===== config.mk =====
export PLATFORM = sky130hd
export DESIGN_NAME = ks_round_key_sequencer_flat
export DESIGN_NICKNAME = d
export VERILOG_FILES = /design/src/rtl/ks_round_key_sequencer_if.sv /design/src/rtl/ks_round_key_sequencer.sv /design/src/flat_wrapper.sv
export SDC_FILE = /design/constraint.sdc
export NUM_CORES = 1
export LEC_CHECK = 0
export ABC_AREA = 1
export ABC_CLOCK_PERIOD_IN_PS = 1460
export CAP_MARGIN = 5
export CORE_MARGIN = 1.5
export CORE_UTILIZATION = 48
export DETAILED_ROUTE_END_ITERATION = 12
export GPL_TIMING_DRIVEN = 1
export PLACE_DENSITY_LB_ADDON = 0.25
export SLEW_MARGIN = 0
export SYNTH_ARGS = -nofsm -noshare
export SYNTH_HDL_FRONTEND = slang
export SYNTH_SLANG_ARGS = --single-unit

===== constraint.sdc =====
create_clock -name clk -period 1.46 [get_ports clk]
set_input_delay 0.146 -clock clk [delete_from_list [all_inputs] [get_ports clk]]
set_output_delay 0.146 -clock clk [all_outputs]
set_load 0.02 [all_outputs]

===== src/rtl/ks_round_key_sequencer_if.sv =====
// Bundle between a key source, the round-key sequencer and a round engine.
//
// Handshake semantics (both channels): a transfer happens on a rising clk
// edge where valid and ready are both high. A producer holding valid high
// keeps its payload stable until that transfer. load_valid/load_ready moves
// key_in + mode_in into the sequencer; rk_valid/rk_ready moves rk_out,
// rk_round and rk_last to the round engine. start is a one-cycle request
// and has no ready; the sequencer ignores it when it cannot honour it.
interface ks_round_key_sequencer_if;
    logic [64:1] key_in;
    logic        mode_in;
    logic        load_valid;
    logic        load_ready;
    logic        start;
    logic [48:1] rk_out;
    logic [4:0]  rk_round;
    logic        rk_valid;
    logic        rk_ready;
    logic        rk_last;
    logic        done;
    logic        key_loaded;

    modport master (
        output key_in, mode_in, load_valid, start, rk_ready,
        input  load_ready, rk_out, rk_round, rk_valid, rk_last, done, key_loaded
    );

    modport slave (
        input  key_in, mode_in, load_valid, start, rk_ready,
        output load_ready, rk_out, rk_round, rk_valid, rk_last, done, key_loaded
    );
endinterface


===== src/rtl/ks_round_key_sequencer.sv =====
// DES round-key sequencer: expands a 64-bit key into its 16 round keys once,
// keeps them in a register bank, and streams them K1..K16 (encrypt) or
// K16..K1 (decrypt) over a valid/ready channel.

// Pure combinational DES key schedule (PC-1, cumulative rotations, PC-2).
// Bit numbering follows DES: bit 1 is the MSB, so DES bit b of the key is
// key_in[65-b] and bit b of a round key lands at round_keys[r][48-b].
module ks_key_schedule (
    input  logic [64:1]       key_in,
    output logic [15:0][47:0] round_keys
);
    localparam int PC1 [56] = '{
        57, 49, 41, 33, 25, 17,  9,
         1, 58, 50, 42, 34, 26, 18,
        10,  2, 59, 51, 43, 35, 27,
        19, 11,  3, 60, 52, 44, 36,
        63, 55, 47, 39, 31, 23, 15,
         7, 62, 54, 46, 38, 30, 22,
        14,  6, 61, 53, 45, 37, 29,
        21, 13,  5, 28, 20, 12,  4
    };

    localparam int PC2 [48] = '{
        14, 17, 11, 24,  1,  5,
         3, 28, 15,  6, 21, 10,
        23, 19, 12,  4, 26,  8,
        16,  7, 27, 20, 13,  2,
        41, 52, 31, 37, 47, 55,
        30, 40, 51, 45, 33, 48,
        44, 49, 39, 56, 34, 53,
        46, 42, 50, 36, 29, 32
    };

    localparam int SHIFTS [16] = '{1, 1, 2, 2, 2, 2, 2, 2, 1, 2, 2, 2, 2, 2, 2, 1};

    // C/D halves after each round; index 0 is the PC-1 output. The MSB of
    // each 28-bit half is DES position 1 of that half.
    logic [27:0] c_s [17];
    logic [27:0] d_s [17];
    logic [55:0] cd0;

    // Parity bits never reach PC-1, and the last rotation returns C/D to
    // their start value, so these are folded away on purpose.
    logic unused_parity_bits;
    logic unused_final_cd;

    assign unused_parity_bits = ^{key_in[57], key_in[49], key_in[41], key_in[33],
                                  key_in[25], key_in[17], key_in[9],  key_in[1]};
    assign unused_final_cd    = ^{c_s[16], d_s[16]};

    for (genvar g = 0; g < 56; g++) begin : g_pc1
        assign cd0[55-g] = key_in[65-PC1[g]];
    end

    assign c_s[0] = cd0[55:28];
    assign d_s[0] = cd0[27:0];

    for (genvar r = 0; r < 16; r++) begin : g_round
        if (SHIFTS[r] == 1) begin : g_rot1
            assign c_s[r+1] = {c_s[r][26:0], c_s[r][27]};
            assign d_s[r+1] = {d_s[r][26:0], d_s[r][27]};
        end else begin : g_rot2
            assign c_s[r+1] = {c_s[r][25:0], c_s[r][27:26]};
            assign d_s[r+1] = {d_s[r][25:0], d_s[r][27:26]};
        end

        for (genvar j = 0; j < 48; j++) begin : g_pc2
            if (PC2[j] <= 28) begin : g_from_c
                assign round_keys[r][47-j] = c_s[r+1][28-PC2[j]];
            end else begin : g_from_d
                assign round_keys[r][47-j] = d_s[r+1][56-PC2[j]];
            end
        end
    end
endmodule

module ks_round_key_sequencer (
    input  logic                    clk,
    input  logic                    rst,
    ks_round_key_sequencer_if.slave bus,
    output logic                    dbg_state
);
    typedef enum logic {
        IDLE   = 1'b0,
        STREAM = 1'b1
    } state_t;

    state_t           state_q, state_d;
    logic [3:0]       ctr_q, ctr_d;
    logic             mode_q, mode_d;
    logic [15:0][47:0] bank_q, bank_d;
    logic             key_loaded_q, key_loaded_d;
    logic             done_q, done_d;

    logic [15:0][47:0] sched_keys;
    logic             load_fire;
    logic             start_fire;
    logic [3:0]       rk_idx;

    ks_key_schedule u_ks (
        .key_in     (bus.key_in),
        .round_keys (sched_keys)
    );

    // Loads are only taken between sequences and never while reset is held.
    assign bus.load_ready = (state_q == IDLE) && !rst;
    assign bus.done       = done_q;
    assign bus.key_loaded = key_loaded_q;
    assign dbg_state      = state_q;

    // A load takes priority over a replay request in the same cycle.
    assign load_fire  = bus.load_valid && bus.load_ready;
    assign start_fire = (state_q == IDLE) && bus.start && key_loaded_q && !bus.load_valid;

    // Next-state: accept a load or replay in IDLE, walk the counter in STREAM.
    always_comb begin
        state_d      = state_q;
        ctr_d        = ctr_q;
        mode_d       = mode_q;
        bank_d       = bank_q;
        key_loaded_d = key_loaded_q;
        done_d       = 1'b0;

        case (state_q)
            IDLE: begin
                if (load_fire) begin
                    bank_d       = sched_keys;
                    mode_d       = bus.mode_in;
                    key_loaded_d = 1'b1;
                    ctr_d        = 4'd0;
                    state_d      = STREAM;
                end else if (start_fire) begin
                    mode_d  = bus.mode_in;
                    ctr_d   = 4'd0;
                    state_d = STREAM;
                end
            end
            STREAM: begin
                if (bus.rk_ready) begin
                    if (ctr_q == 4'd15) begin
                        ctr_d   = 4'd0;
                        done_d  = 1'b1;
                        state_d = IDLE;
                    end else begin
                        ctr_d = ctr_q + 4'd1;
                    end
                end
            end
            default: state_d = IDLE;
        endcase
    end

    // Output decode: outputs depend only on registered state, so a stall
    // (valid without ready) leaves them untouched.
    always_comb begin
        rk_idx       = mode_q ? (4'd15 - ctr_q) : ctr_q;
        bus.rk_valid = 1'b0;
        bus.rk_last  = 1'b0;
        bus.rk_round = 5'd0;
        bus.rk_out   = '0;
        if (state_q == STREAM) begin
            bus.rk_valid = 1'b1;
            bus.rk_last  = (ctr_q == 4'd15);
            bus.rk_round = {1'b0, ctr_q} + 5'd1;
            bus.rk_out   = bank_q[rk_idx];
        end
    end

    // State register with synchronous reset; reset also forgets the key.
    always_ff @(posedge clk) begin
        if (rst) begin
            state_q      <= IDLE;
            ctr_q        <= 4'd0;
            mode_q       <= 1'b0;
            bank_q       <= '0;
            key_loaded_q <= 1'b0;
            done_q       <= 1'b0;
        end else begin
            state_q      <= state_d;
            ctr_q        <= ctr_d;
            mode_q       <= mode_d;
            bank_q       <= bank_d;
            key_loaded_q <= key_loaded_d;
            done_q       <= done_d;
        end
    end
endmodule


===== src/flat_wrapper.sv =====
// flat-port wrapper written by rule: the top's interface ports become plain ports
module ks_round_key_sequencer_flat 
  (clk, rst, dbg_state, bus_key_in, bus_mode_in, bus_load_valid, bus_start, bus_rk_ready, bus_load_ready, bus_rk_out, bus_rk_round, bus_rk_valid, bus_rk_last, bus_done, bus_key_loaded);
  ks_round_key_sequencer_if bus_i ();
  input  logic clk;
  input  logic rst;
  output logic dbg_state;
  input wire logic [$bits(bus_i.key_in)-1:0] bus_key_in;
  input wire logic [$bits(bus_i.mode_in)-1:0] bus_mode_in;
  input wire logic [$bits(bus_i.load_valid)-1:0] bus_load_valid;
  input wire logic [$bits(bus_i.start)-1:0] bus_start;
  input wire logic [$bits(bus_i.rk_ready)-1:0] bus_rk_ready;
  output wire logic [$bits(bus_i.load_ready)-1:0] bus_load_ready;
  output wire logic [$bits(bus_i.rk_out)-1:0] bus_rk_out;
  output wire logic [$bits(bus_i.rk_round)-1:0] bus_rk_round;
  output wire logic [$bits(bus_i.rk_valid)-1:0] bus_rk_valid;
  output wire logic [$bits(bus_i.rk_last)-1:0] bus_rk_last;
  output wire logic [$bits(bus_i.done)-1:0] bus_done;
  output wire logic [$bits(bus_i.key_loaded)-1:0] bus_key_loaded;
  assign bus_i.key_in = bus_key_in;
  assign bus_i.mode_in = bus_mode_in;
  assign bus_i.load_valid = bus_load_valid;
  assign bus_i.start = bus_start;
  assign bus_i.rk_ready = bus_rk_ready;
  assign bus_load_ready = bus_i.load_ready;
  assign bus_rk_out = bus_i.rk_out;
  assign bus_rk_round = bus_i.rk_round;
  assign bus_rk_valid = bus_i.rk_valid;
  assign bus_rk_last = bus_i.rk_last;
  assign bus_done = bus_i.done;
  assign bus_key_loaded = bus_i.key_loaded;
  ks_round_key_sequencer u_core (.clk(clk), .rst(rst), .bus(bus_i), .dbg_state(dbg_state));
endmodule

==> results.md, run 1 <==
* Outcome: aborted with a tool error
* Exit stage: 5_1_grt
* Log Error: [ERROR GRT-0232] Routing congestion too high. Check the congestion heatmap in the GUI.
* Worst EP kind: top-level output
* H-tree Lvls at 3
* Sinks on Clock Net at 64
* Synth area leaders: nand2_1, nand3_1, dfxtp_1
* Post-synth EDFFs at 0
* Dpl cells at roughly 1600
* Post-synthesis register bit count at 64
* Post-DP HPWL at 22.0 mm
* Buffers on Ports at 120
* CTS Root Cell: clkbuf_16
* Synth Warn # at 0
* Cell Rows at 42
* Share of the synthesized area in the top cell type at 0.265
* Post-Syn Area per Cell at approximately 5.2 sq um
* Die H at between 100 and 150 um
* GRT Overall Usage at 0.671
* Clk buf depth at 2
* Sequential area share after synthesis at 0.196
* Routability cong. at around 1.1
* Cts hold-fix bufs at 0
* Syn Inst Count at 1268
* CTS Buf Count at 9
* Die width at 120 um
* # IOs at 129
* Main flop type after synthesis: dfxtp_1
* Top cells by count, synth: nand2_1, nand3_1, nor2_1, a21oi_1, dfxtp_1
* Gr ovfl total at 6
* Synth cell types at 23
* Placed Area at 0.00963 sq mm
* Most area-hungry cell type in the Yosys netlist: nand2_1
* Crit. endpoint post-GRT repair: bus_rk_out[39]
* Cell with the most instances after synthesis: nand2_1
* Synthesized area at 0.00654 sq mm
* Initial core utilization at 0.492
* Asr flop ratio synth at 0
* Largest net degree at the start of global routing at 54
* Synthesized net count at 1339
-- logic make-up after synthesis --
group           Yosys count  synth area share
compound gates          153             0.117
xor+xnor                  5            0.0119
fa+ha+maj                 1           0.00191
buf+inv                 163             0.110
flops                    64             0.196
simple gates            882             0.563
-- routing by layer --
metal / GRT overflow / global-route usage
met1: 0 / 0.662
met2: 2 / 0.902
met3: 0 / 0.457
met4: 4 / 0.677
met5: 0 / 0.0441
-- through the flow --
stage                     setup WS (ns)  utilization  hold slack [ns]
after floorplan                  -0.117            -            0.208
after detailed placement         -0.955        0.724            0.489
after CTS                        -0.895        0.841            0.432
after global placement           -0.921        0.724            0.471
-- timing repair --
action / CTS
gates resized for setup: 455
setup endpoints to repair: 61
gates cloned: 15
buffers inserted: 27
pin swaps: 46
==> inputs of run 2 (changes only) <==
Settings changed: ABC_CLOCK_PERIOD_IN_PS 1460 to 1900, CORE_UTILIZATION 48 to 40, PLACE_DENSITY_LB_ADDON 0.25 to 0.15.
Clock period 1.46 ns to 1.9 ns, I/O delays scaled along.
==> run 2 against run 1 <==
Compared with the run above:
- the flow now finishes, with violations (negative setup slack)
- area after synthesis stayed put
- synthesized cell count stayed put
==> results.md, run 2 <==
* Worst hold path stage count at 2
* Commonest cells after routing, fill and taps aside: nand2_1, nand3_1, nand2_2, nor2_1, buf_4
* Die H at 131 um (+9.3%)
* Final nets at ~1500
* Synthesized area at 0.00654 sq mm (unchanged)
* Slew Limit Fails at 0
* Largest net degree at the start of global routing at 54
* Critical Path End Type: primary output
* CTS Root Cell: clkbuf_16
* Crit path kind: register to primary output
* Post-DP HPWL at 21.5 mm (-2.3%)
* DR iter-0 viols at 1366
* Vias per cell at 5.94
* Synthesized net count at 1339 (unchanged)
* Core area at 0.0159 sq mm
* FF-to-FF path depth at 5
* Worst VDD drop at 0.670 mV
* Cell with the most instances after synthesis: nand2_1
* Worst-margin pin slew at 0.382 ns
* Layout area overhead at 65.0%
* Routed length per instance at just over 20 um
* Fill cells at 1453
* Gr ovfl total at 0
* CTS tree: built
* Most common cell after layout, fill and taps aside: nand2_1
* Finished Layout Cells at 1646
* Buffers on Ports at 120 (unchanged)
* Reg area at ~0.0013 sq mm
* Syn Inst Count at 1268 (unchanged)
* Worst Clk Skew at 0.00785 ns
* Post-Syn Area per Cell at 5.16 sq um (unchanged)
* Fmax at 427 MHz
* Design area at roughly 0.011 sq mm
* Multi-input logic area at 0.00572 sq mm
* P_leak at between 5 and 6 nW
* # IOs at 129 (unchanged)
* PD cells at 870 mW/mm^2
* HP Start: u_core.bus.key_loaded
* Failing checks: negative setup slack
* Sinks on Clock Net at 64 (unchanged)
* Max_slew headroom at 0.743
* Cell Rows at 46 (+9.5%)
* Max FFs per register at 56
* Die width at 131 um (+9.3%)
* GRT Overall Usage at 0.372
* Setup crit start kind: register
* Clk buf depth at 2 (unchanged)
* Post-synthesis register bit count at 64 (unchanged)
* Placed Area at 0.00849 sq mm (-12%)
* Largest regs: u_core.bank_q: 56 flops, u_core.ctr_q: 4 flops
* Vias in the first global route at 8731
* Total vias in the final route at 9779
* Main flop type after synthesis: dfxtp_1
* Min Tclk post-route at 2.34 ns
* WL final at 33.9 mm
* Share of the synthesized area in the top cell type at 0.265 (unchanged)
* Hold Path End: u_core.bus.key_loaded
* R2R Setup Slk at about 0.50 ns
* Ratio of cells with drive above 1 in the final layout at 0.338
* ANT nets after route at 0
* Sequential area share after synthesis at 0.196 (unchanged)
* Routability cong. at 1.05 (-2.4%)
* Reg-to-Reg End: u_core.bank_q[42]
* Residual DRC at 0
* Clock Latency Late Sink at between 0.3 and 0.4 ns
* Outcome: finished with violations
* Initial antenna violation count at 0
* Dpl cells at 1591 (-0.87%)
* Antenna diode count at 0
* Tot Pwr at 9.39 mW
* Max FO, Critical Path at 14
* Worst-path clk slew at roughly 0.05 ns
* Top cells by count, synth: nand2_1, nand3_1, nor2_1, a21oi_1, dfxtp_1
* Largest register by flop count: u_core.bank_q
* Asr flop ratio synth at 0 (unchanged)
* Worst min path class: register to register
* Synth area leaders: nand2_1, nand3_1, dfxtp_1
* Synth cell types at 23 (unchanged)
* Initial core utilization at 0.410 (-0.0817)
* H-tree Lvls at 3 (unchanged)
* Final count of hold timing violations at 0
* Die ar. at about 0.017 sq mm
* CTS Buf Count at 9 (unchanged)
* DRT Pass-1 Iters at 9
* Worst R2R Start: u_core.dbg_state
* First-pass GRT wire length at roughly 48 mm
* Arr. time, crit path at 2.15 ns
* Unrepaired setup endpoints after global routing: true
* Post-synth EDFFs at 0 (unchanged)
* Most area-hungry cell type in the Yosys netlist: nand2_1
* Fin crit share at 1.23
* Worst path required time at 1.71 ns
* Post-route setup slack at -0.443 ns
* Synth Warn # at 0 (unchanged)
* Max-cap viol count at 0
* Final Setup Violations at 48
* Pre-CTS setup slack at -0.524 ns (+0.431 ns)
-- run 2: cell counts after synthesis --
Identical to the previous run, type by type.
-- run 2: timing repair --
action                                  in CTS  in global routing
endpoints found under the setup margin      53                 55
buffers inserted                             8                  5
pin swaps                                   46                 49
hold endpoints to repair                     0                  0
hold buffers                                 0                  0
cloned                                      14                 13
gates resized for setup                    445                192
-- run 2: routing by layer --
| metal | share of wire | vias to the layer above | global-route usage |
|---|---|---|---|
| met4 | 0.075 | 0 | 0.263 |
| met1 | 0.36 | 4388 | 0.420 |
| met5 | 0 | - | 0 |
| li1 | - | 4462 | - |
| met2 | 0.46 | 712 | 0.616 |
| met3 | 0.11 | 217 | 0.0920 |
-- run 2: cells by family after synthesis --
group                    count (synthesis)  share of synthesized area
flip-flops                              64                      0.196
buffers and inverters                  163                      0.110
AND/OR/NAND/NOR                        882                      0.563
XOR/XNOR                                 5                     0.0119
AO/OA/AOI/OAI                          153                      0.117
adder cells (fa/ha/maj)                  1                    0.00191
-- run 2: how the worst max path moves through the flow --
stage | from | to | depth (start not counted)
after CTS | u_core.mode_q | bus_rk_out[33] | 11
after global routing | u_core.ctr_q[0] | bus_rk_out[47] | 12
final | u_core.mode_q | bus_rk_out[47] | 11
after floorplan | u_core.ctr_q[0] | bus_rk_out[43] | 12
after global placement | u_core.mode_q | bus_rk_out[14] | 11
after detailed placement | u_core.mode_q | bus_rk_out[17] | 10
-- run 2: layout make-up --
type                       count  area share
clock buffer                  12      0.0238
timing repair buffer         245       0.275
clock inverter                 4     0.00267
tap                          216      0.0250
sequential                    64       0.120
multi-input combinational   1041       0.530
inverter                      64      0.0239
-- run 2: power breakdown --
| part | total, mW | switching (mW) | internal, mW |
|---|---|---|---|
| clock network | 1.54 | 0.585 | 0.953 |
| registers | 1.49 | 0.0467 | 1.44 |
| logic | 6.37 | 3.90 | 2.47 |
| total | 9.39 | 4.53 | 4.87 |
-- run 2: metrics by stage --
stage / setup TNS (ns) / utilization / hold slack [ns]
floorplan: 0 / - / 0.259
global placement: -21.43 / 0.533 / 0.462
detailed placement: -22.11 / 0.533 / 0.464
CTS: -13.63 / 0.614 / 0.470
global route: -19.08 / 0.677 / 0.486
finish: -14.70 / 0.677 / 0.478
-- run 2: worst max-delay path, cell delays in order (launching register included) --
cell and delay [ns]:
dfxtp_4 0.38, buf_6 0.13, nand2_8 0.09, buf_12 0.16, nand3_1 0.16, nand2_1 0.26, nand2_1 0.13, nand3_1 0.07
nand3_1 0.10, nand2_1 0.06, nor2_1 0.12, buf_4 0.15
Power figures use the tool's default switching activity.
==> inputs of run 3 (changes only) <==
Settings changed: CELL_PAD_IN_SITES_DETAIL_PLACEMENT from default to 1, CELL_PAD_IN_SITES_GLOBAL_PLACEMENT from default to 2, CORE_UTILIZATION 40 to 26, SLEW_MARGIN 0 to 10.
==> run 3 against run 2 <==
Compared with the run above:
- the flow still finishes with violations (negative setup slack)
- worst hold slack is essentially flat
- clock power grew 8%
- routed wire length grew 7.3%
- sequential cell count is the same
- die area grew 52%
- combinational power grew 5.0%
- sequential share of layout area shrank 0.59 points
- via count shrank 2.0%
- clock skew shrank 0.0017 ns
- non-clock buffer count grew 46
- register-to-register slack lost 0.10 ns
==> results.md, run 3 (synthesis results as in run 2) <==
* Routability cong. at 0.925 (-12%)
* Gr ovfl total at 0 (unchanged)
* Finished Layout Cells at 1800 (+9.4%)
* Gate power share at 0.679 (about the same)
* Arr. time, crit path at 2.09 ns (-0.06 ns)
* Final count of hold timing violations at 0 (unchanged)
* Worst path required time at 1.71 ns (about the same)
* Sinks on Clock Net at 64 (unchanged)
* Antenna diode count at 0 (unchanged)
* ANT nets after route at 0 (unchanged)
* Design area at 0.0113 sq mm (+5.1%)
* Worst VDD drop at 0.318 mV (-53%)
* Switch Pwr at 4.68 mW (+3.4%)
* Min Tclk post-route at 2.28 ns (-0.0616 ns)
* Vias per cell at 5.32 (-10%)
* CTS tree: built
* Critical Path End Type: primary output
* GRT Overall Usage at 0.265 (-0.107)
* Layout area overhead at 73.4%
* # IOs at 129 (unchanged)
* Fill cells at 3198 (+120%)
* Worst-margin pin slew at 0.277 ns (-0.104 ns)
* Clk buf depth at 2 (unchanged)
* Most common cell after layout, fill and taps aside: nand2_1
* Vias in the first global route at 9652 (+11%)
* First-pass GRT wire length at 53.5 mm (+12%)
* P_leak at 5.30 nW (+3.6%)
* Cts hold-fix bufs at 0 (unchanged)
* Flop pwr share at 0.151 (-0.008)
* Largest regs: u_core.bank_q: 56 flops, u_core.ctr_q: 4 flops
* PD cells at 868 mW/mm^2 (-0.30%)
* CTS Buf Count at 9 (unchanged)
* Placed Area at 0.00907 sq mm (+6.8%)
* Ratio of cells with drive above 1 in the final layout at 0.396 (+0.0572)
* Largest register by flop count: u_core.bank_q
* Post-DP HPWL at 25.7 mm (+19%)
* FF-to-FF path depth at 7 (+2)
* Pre-CTS setup slack at -0.564 ns (-0.0398 ns)
* Max FFs per register at 56 (unchanged)
* Worst min path class: register to register
* Multi-input logic area at 0.00595 sq mm (+4.1%)
* Fmax at 438 MHz (+2.7%)
* Worst hold path stage count at 2 (unchanged)
* Failing checks: negative setup slack
* Slew Limit Fails at 0 (unchanged)
* Core area at 0.0245 sq mm (+54%)
* Die width at 162 um (+23%)
* Unrepaired setup endpoints after global routing: true
* Final Setup Violations at 48 (unchanged)
* Post-route setup slack at -0.382 ns (+0.0616 ns)
* Max-cap viol count at 0 (unchanged)
* Setup crit start kind: register
* Routed length per instance at 20.2 um (-1.8%)
* Clock power share at 0.169 (+0.005)
* H-tree Lvls at 3 (unchanged)
* Max_slew headroom at 0.813 (+0.0703)
* Commonest cells after routing, fill and taps aside: nand2_1, nand3_1, buf_4, nand2_2, nand3_2
* DR iter-0 viols at 759 (-44%)
* Largest net degree at the start of global routing at 59 (+9.3%)
* Fin crit share at 1.20 (-0.0324)
* Worst Clk Skew at 0.00616 ns (-0.00169 ns)
* Total vias in the final route at 9579 (-2.0%)
* CTS Root Cell: clkbuf_16
* Buffers on Ports at 120 (unchanged)
* Die H at 162 um (+23%)
* DRT Pass-1 Iters at 6 (-3)
* Die ar. at 0.0261 sq mm (+52%)
* Cell Rows at 57 (+24%)
* WHS at 0.478 ns (-0.000235 ns)
* Crit path kind: register to primary output
* Clock Latency Late Sink at 0.33 ns (about the same)
* Internal power at 5.17 mW (+6.2%)
* WL final at 36.4 mm (+7.3%)
* Final nets at 1542 (+3.1%)
* Reg area at 0.00129 sq mm (unchanged)
* Max FO, Critical Path at 18 (+4)
* Initial antenna violation count at 0 (unchanged)
* Dpl cells at 1752 (+10%)
* Sw Share at 0.475 (-0.00675)
* Initial core utilization at 0.267 (-0.144)
* Worst-path clk slew at 0.05 ns (about the same)
* Residual DRC at 0 (unchanged)
* Outcome: finished with violations
[run 3: cell count changes in the layout (fill, tap and decap cells not counted), sizes merged]
cell	before	now
clkdlybuf4s15	1	0
clkinvlp	2	0
bufinv	0	1
dlygate4sd2	1	2
clkinv	3	2
clkdlybuf4s50	64	66
buf	163	215
clkbuf	25	21
dlymetal6s2s	3	0
inv	63	64
[run 3: path summary, 6_finish.rpt]
kind | startpoint | endpoint | slack, ns
setup / recovery | u_core.mode_q | bus_rk_out[17] | -0.38
setup reg to reg | u_core.dbg_state | u_core.ctr_q[0] | 0.40
hold / removal | u_core.bus.key_loaded | u_core.bus.key_loaded | 0.48
hold reg to reg | u_core.bus.key_loaded | u_core.bus.key_loaded | 0.48
[run 3: stage by stage]
step / TNS [ns] / utilization / power [mW]
2_1_floorplan: 0 / - / 4.32
3_3_place_gp: -22.16 / 0.370 / 6.42
3_5_place_dp: -23.25 / 0.370 / 6.42
4_1_cts: -14.30 / 0.424 / 9.03
5_1_grt: -18.74 / 0.463 / 10.4
6_report: -14.42 / 0.463 / 9.85
[run 3: what timing repair did]
action | 4_1_cts | 5_1_grt
pin swaps | 49 | 52
gates resized for setup | 497 | 192
buffers inserted | 10 | 6
gates cloned | 9 | 8
setup endpoints to repair | 54 | 50
[run 3: area by class of cell]
cell class,count,area share
Sequential cell,64,0.114
Multi-Input combinational cell,1041,0.524
Timing Repair Buffer,291,0.278
Clock inverter,3,0.00353
Inverter,64,0.0218
Tap cell,324,0.0357
Clock buffer,13,0.0229
[run 3: power groups by stage]
| stage | Clock (mW) | Sequential [mW] | Combinational (mW) |
|---|---|---|---|
| 4_1_cts | 1.73 | 1.49 | 5.82 |
| 5_1_grt | 1.78 | 1.50 | 7.13 |
| 2_1_floorplan | 0 | 1.50 | 2.81 |
| 3_5_place_dp | 0 | 1.51 | 4.91 |
| 3_3_place_gp | 0 | 1.51 | 4.91 |
| 6_report | 1.67 | 1.49 | 6.69 |
[run 3: layer usage]
| metal | vias to the layer above | track usage | wire length [um] |
|---|---|---|---|
| met4 | 0 | 0.140 | 2170 |
| met5 | - | 0 | 0 |
| met1 | 4590 | 0.297 | 13900 |
| li1 | 4539 | - | - |
| met2 | 339 | 0.490 | 18700 |
| met3 | 111 | 0.0298 | 1570 |
[run 3: worst max-delay path, stage by stage (launching register included)]
cell and delay (ns):
dfxtp_4 0.37, inv_4 0.10, nand2_4 0.10, buf_12 0.17, nand3_1 0.14, nand2_1 0.18
nand2_1 0.12, nand3_1 0.09, nand3_2 0.08, nand2_1 0.08, nor2_2 0.17, buf_6 0.14
